**config.mk**
```make
export PLATFORM = sky130hd
export DESIGN_NAME = sram_arb
export DESIGN_NICKNAME = d
export VERILOG_FILES = /design/src/rtl/sram_arb.sv
export SDC_FILE = /design/constraint.sdc
export NUM_CORES = 1
export LEC_CHECK = 0
export ABC_CLOCK_PERIOD_IN_PS = 4330
export BUFFER_PORTS_ARGS = -buffer_cell sky130_fd_sc_hd__clkbuf_2
export CAP_MARGIN = 20
export CORE_UTILIZATION = 46
export DETAILED_ROUTE_END_ITERATION = 6
export HOLD_SLACK_MARGIN = 0.1
export PLACE_DENSITY = 0.85
export SYNTH_ARGS = -nofsm -noshare
export SYNTH_HDL_FRONTEND = slang
export SYNTH_SLANG_ARGS = --single-unit
```
**constraint.sdc**
```tcl
create_clock -name clk -period 4.33 [get_ports clk]
set_input_delay 0 -clock clk [delete_from_list [all_inputs] [get_ports clk]]
set_output_delay 0 -clock clk [all_outputs]
set_load 0.05 [all_outputs]
```
**src/rtl/sram_arb.sv**
```systemverilog
`default_nettype none
// ----------------------------------------------------------------------------
// sram_arb : N-channel arbiter/sequencer sharing one async 16-bit SRAM/PSRAM.
// Optional macro SRAM_ARB_TURN_EN inserts a turnaround cycle after writes. Rev 1.0
// ----------------------------------------------------------------------------
module sram_arb #(
  parameter int CH       = 3,
  parameter int AW       = 23,
  parameter int MEM_TIME = 4,
  parameter int PRIO     = 0
) (
  input  logic             clk,
  input  logic             rstn,
  input  logic [CH-1:0]    ch_req,
  input  logic [CH*AW-1:0] ch_addr,
  input  logic [CH*16-1:0] ch_dati,
  input  logic [CH*2-1:0]  ch_we,
  output logic [CH-1:0]    ch_ack,
  output logic [15:0]      ch_dato,
  output logic [AW-2:0]    mem_addr,
  output logic [15:0]      mem_dati,
  input  logic [15:0]      mem_dato,
  output logic [1:0]       mem_we,
  output logic             mem_oe,
  output logic             mem_ce
);

  localparam int IW = (CH > 1) ? $clog2(CH) : 1;
  localparam int CW = (MEM_TIME > 1) ? $clog2(MEM_TIME) : 1;
  localparam logic [CW-1:0] c_CNT_INIT = CW'(MEM_TIME - 1);

  typedef enum logic [1:0] {
    S_IDLE = 2'd0,
    S_ACC  = 2'd1,
    S_DONE = 2'd2,
    S_TURN = 2'd3
  } state_t;

  state_t        r_state;
  logic [CW-1:0] r_cnt;
  logic [IW-1:0] r_ptr;
  logic [IW-1:0] r_idx;
  logic [1:0]    r_we;

  logic [IW-1:0] w_win;
  logic          w_any;
  logic [AW-2:0] w_addr;
  logic [15:0]   w_dat;
  logic [1:0]    w_wen;
  logic [CH-1:0] w_ack1;
  logic [CH-1:0] w_lsb;
  logic          w_unused;

  // Round-robin search starts at r_ptr (one past the last grant); fixed mode starts at 0.
  always_comb begin
    int v_i;
    v_i   = 0;
    w_win = '0;
    w_any = 1'b0;
    for (int off = 0; off < CH; off++) begin
      v_i = (PRIO != 0) ? off : (int'(r_ptr) + off);
      if (v_i >= CH) v_i = v_i - CH;
      for (int j = 0; j < CH; j++) begin
        if (j == v_i && !w_any && ch_req[j]) begin
          w_any = 1'b1;
          w_win = IW'(j);
        end
      end
    end
  end

  always_comb begin
    w_addr = '0;
    w_dat  = '0;
    w_wen  = '0;
    w_ack1 = '0;
    w_lsb  = '0;
    for (int j = 0; j < CH; j++) begin
      if (w_win == IW'(j)) begin
        w_addr = ch_addr[j*AW+1 +: AW-1];
        w_dat  = ch_dati[j*16 +: 16];
        w_wen  = ch_we[j*2 +: 2];
      end
      w_ack1[j] = (r_idx == IW'(j));
      w_lsb[j]  = ch_addr[j*AW];
    end
  end

  // Byte-address bit 0 has no meaning on a 16-bit chip.
  assign w_unused = ^w_lsb;

  always_ff @(posedge clk or negedge rstn) begin
    if (!rstn) begin
      r_state  <= S_IDLE;
      r_cnt    <= '0;
      r_ptr    <= '0;
      r_idx    <= '0;
      r_we     <= '0;
      ch_ack   <= '0;
      ch_dato  <= '0;
      mem_addr <= '0;
      mem_dati <= '0;
      mem_we   <= '0;
      mem_oe   <= 1'b0;
      mem_ce   <= 1'b0;
    end else begin
      ch_ack <= '0;
      case (r_state)
        S_IDLE: begin
          if (w_any) begin
            r_idx    <= w_win;
            r_we     <= w_wen;
            r_cnt    <= c_CNT_INIT;
            r_ptr    <= (w_win == IW'(CH - 1)) ? '0 : w_win + 1'b1;
            mem_addr <= w_addr;
            mem_dati <= w_dat;
            mem_we   <= w_wen;
            mem_oe   <= (w_wen == 2'b00);
            mem_ce   <= 1'b1;
            r_state  <= S_ACC;
          end
        end
        S_ACC: begin
          if (r_cnt == '0) begin
            if (r_we == 2'b00) ch_dato <= mem_dato;
            mem_ce  <= 1'b0;
            mem_oe  <= 1'b0;
            mem_we  <= 2'b00;
            ch_ack  <= w_ack1;
            r_state <= S_DONE;
          end else begin
            r_cnt <= r_cnt - 1'b1;
          end
        end
        S_DONE: begin
`ifdef SRAM_ARB_TURN_EN
          r_state <= (r_we != 2'b00) ? S_TURN : S_IDLE;
`else
          r_state <= S_IDLE;
`endif
        end
        S_TURN:  r_state <= S_IDLE;
        default: r_state <= S_IDLE;
      endcase
    end
  end

endmodule
`default_nettype wire

```
==> impl_results.md <==
* First-pass GRT wire length at about 19000 um
* Core Region at between 0.006 and 0.007 mm2
* Syn_area_per_cell at approximately 11 um2
* Drt wl/cell at ~17 um
* Final Hold Vio Count at 0
* Ratio of cells with drive above 1 in the final layout at about two fifths
* CTS Buf Count at 9
* Syn nets at roughly 450
* Worst min-delay path class: primary input to flip-flop
* Leakage power at 2.79 nW
* Placer's final routability congestion estimate at roughly 0.83
* Largest net degree at the start of global routing at 75
* Max-slew headroom at between 20 and 25%
* Critical Path RT at ~4.6 ns
* Most frequent cells in the layout: clkbuf_2 (200), dlygate4sd3_1 (104), dfrtp_1 (71)
* I/O pin total at around 200
* CP Class: flip-flop to flip-flop
* Worst setup EP type: flip-flop
* Post-synth EDFFs at 0
* Htree depth at 3
* CTS Buffer Depth at 2
* Worst Path Arrival at a little over 4 ns
* Vias per cell at roughly 5.4
* Post-Route WL at 12300 um
* Max-slew violations at 0
* CTS tree: yes
* Fillers at 420
* Initial antenna violation count at 0
* Largest area contributor in the netlist: dfrtp_1
* Die height at approximately 86 um
* Core Util, Final at between 80% and 90%
* CTS Root Cell: clkbuf_8
* Starting Density at about 48%
* Worst-Margin Slew at between 1 and 1.5 ns
* Asr flop ratio synth at between 90% and 100%
* 1st-pass router iterations at 7
* Power Density at 806 mW/mm2
* Post-synthesis register bit count at approximately 70
* Die W at 86.2 um
* Area Growth Syn to Fin at 70.5%
* Final #Nets at 751
* Placed insts at between 500 and 600
* Post-synthesis cell area at around 0.0033 mm2
* All-Layer GR Usage at about a third
* Die ar. at roughly 0.0074 mm2
* RSZ-0062 raised after global routing: no
* Total negative slack at 0 ns
* ANT nets after route at 0
* Max Fclk at around 0.26 GHz
* Failing checks: design-rule violations
* Number of global-route vias before repair at between 3000 and 4000
* Clock net sink count at a little over 70
* Synth top area cells: dfrtp_1 (54%), o21ai_0 (8.1%), a222oi_1 (8.0%)
* Post-CTS setup buffers at 0
* Grt ovf at 0
* Commonest non-fill, non-tap cell in the layout: clkbuf_2
* Final setup vio count at 0
* Cells after Synth at roughly 300
* CP startpoint kind: flip-flop
* Clock Skews at 0.0119 ns
* Part of the cycle the worst path needs at 88.7%
* DR vias at 3812
* Port bufs at approximately 200
* DRC Markers at 1
* Post-DP HPWL at between 6000 and 7000 um
* Status: finished, violations left
* Post-Layout Cell Count at 705
* Post-synth top flop: dfrtp_1
* Worst-skew pair later-pin latency at ~0.34 ns
* Synth top area share at 54.5%
* Max VDD drop at slightly below 0.5 mV
* Tmin final at just under 4 ns
* Post-synthesis sequential area ratio at 54.5%
* Number of diodes at 0
* Maxcap violations at 0
* YS warnings at 0
* Clock-pin slew on the worst setup and hold paths at approximately 0.080 ns
* Synth cell types at 33
* Row count at 30
* DR iter-0 viols at between 200 and 300
* CP max FO at 22
## power breakdown
group | internal (mW) | switching, mW | total (mW)
Sequential | 0.980 | 0.192 | 1.17
Clock | 0.267 | 0.265 | 0.532
Combinational | 0.950 | 1.83 | 2.78
## timing repair
| item | 4_1_cts | 5_1_grt |
|---|---|---|
| resized for setup | 0 | 0 |
| hold endpoints to repair | 82 | 0 |
| hold buffers | 104 | 0 |
## kinds of logic after synthesis
| family | share of synthesized area (%) |
|---|---|
| flops | 54.5 |
| compound gates | 23.1 |
| simple gates | 11.0 |
| fa+ha+maj | 1.15 |
| buf+inv | 4.10 |
| mux | 6.18 |
## layout make-up
class / count / area, um2 / area share [%]
clock buffer: 9 / 124 / 2.23
clock inverter: 7 / 72.6 / 1.30
inverter: 7 / 26.3 / 0.472
multi-input combinational: 205 / 1360 / 24.4
sequential: 71 / 1780 / 31.9
tap: 96 / 120 / 2.16
timing repair buffer: 310 / 2080 / 37.5
## synth_stat cells, types with 4 or more instances
| master | count |
|---|---|
| clkbuf_1 | 15 |
| mux2_2 | 17 |
| inv_1 | 7 |
| nor2_1 | 4 |
| nand2_1 | 46 |
| a21oi_1 | 4 |
| buf_2 | 8 |
| nor3_1 | 4 |
| nor2b_1 | 12 |
| o21ai_0 | 53 |
| dfrtp_1 | 71 |
| a222oi_1 | 26 |
| a211oi_1 | 13 |
## state kept, by name (all words and copies together), names as in the netlist
| register | count |
|---|---|
| mem_addr | 22 |
| ch_dato | 16 |
| mem_dati | 16 |
| ch_ack | 3 |
| mem_we | 2 |
| r_cnt | 2 |
| r_idx | 2 |
| r_ptr | 2 |
| r_state | 2 |
| r_we | 2 |
| mem_ce | 1 |
| mem_oe | 1 |
## layer usage
metal	share of wire, %	vias to the layer above	GRT usage (%)
met5	0	-	0
met4	2.9	0	18.5
met3	8.4	31	7.33
met2	52	246	59.2
met1	36	1799	36.6
li1	-	1736	-
## metrics by stage
step | power, mW | hold slack [ns] | cell area [um2] | setup WS (ns)
final | 4.48 | 0.179 | 5560 | 0.489
after CTS | 4.37 | 0.146 | 5560 | 0.676
after global placement | 3.39 | -0.00497 | 4320 | 1.82
after detailed placement | 3.46 | 0.00934 | 4320 | 1.64
after floorplan | 2.89 | -0.296 | 3260 | 2.33
after global routing | 4.71 | 0.197 | 5560 | 0.390
## critical path, stage by stage, from the launching register on
cell and delay, ns:
dfrtp_1 0.36, inv_1 0.06, ha_1 0.36, nand2b_1 0.18, a211oi_1 0.33, a21o_1 0.63, buf_4 0.39, a211oi_1 0.08
dlygate4sd3_1 0.61, o21ai_0 0.19, dlygate4sd3_1 0.57
## path summary, 6_finish.rpt
kind	slack, ns	depth (start not counted)	endpoint	startpoint
max	0.49	10	mem_addr[3]	r_ptr[0]
min	0.18	4	r_ptr[0]	ch_req[1]
max reg2reg	0.49	10	mem_addr[3]	r_ptr[0]
min reg2reg	0.47	1	r_cnt[0]	r_cnt[0]
max in group asynchronous	3.14	3	mem_addr[11]	rstn
min in group asynchronous	0.19	2	ch_ack[0]	rstn
Power figures use the tool's default switching activity.
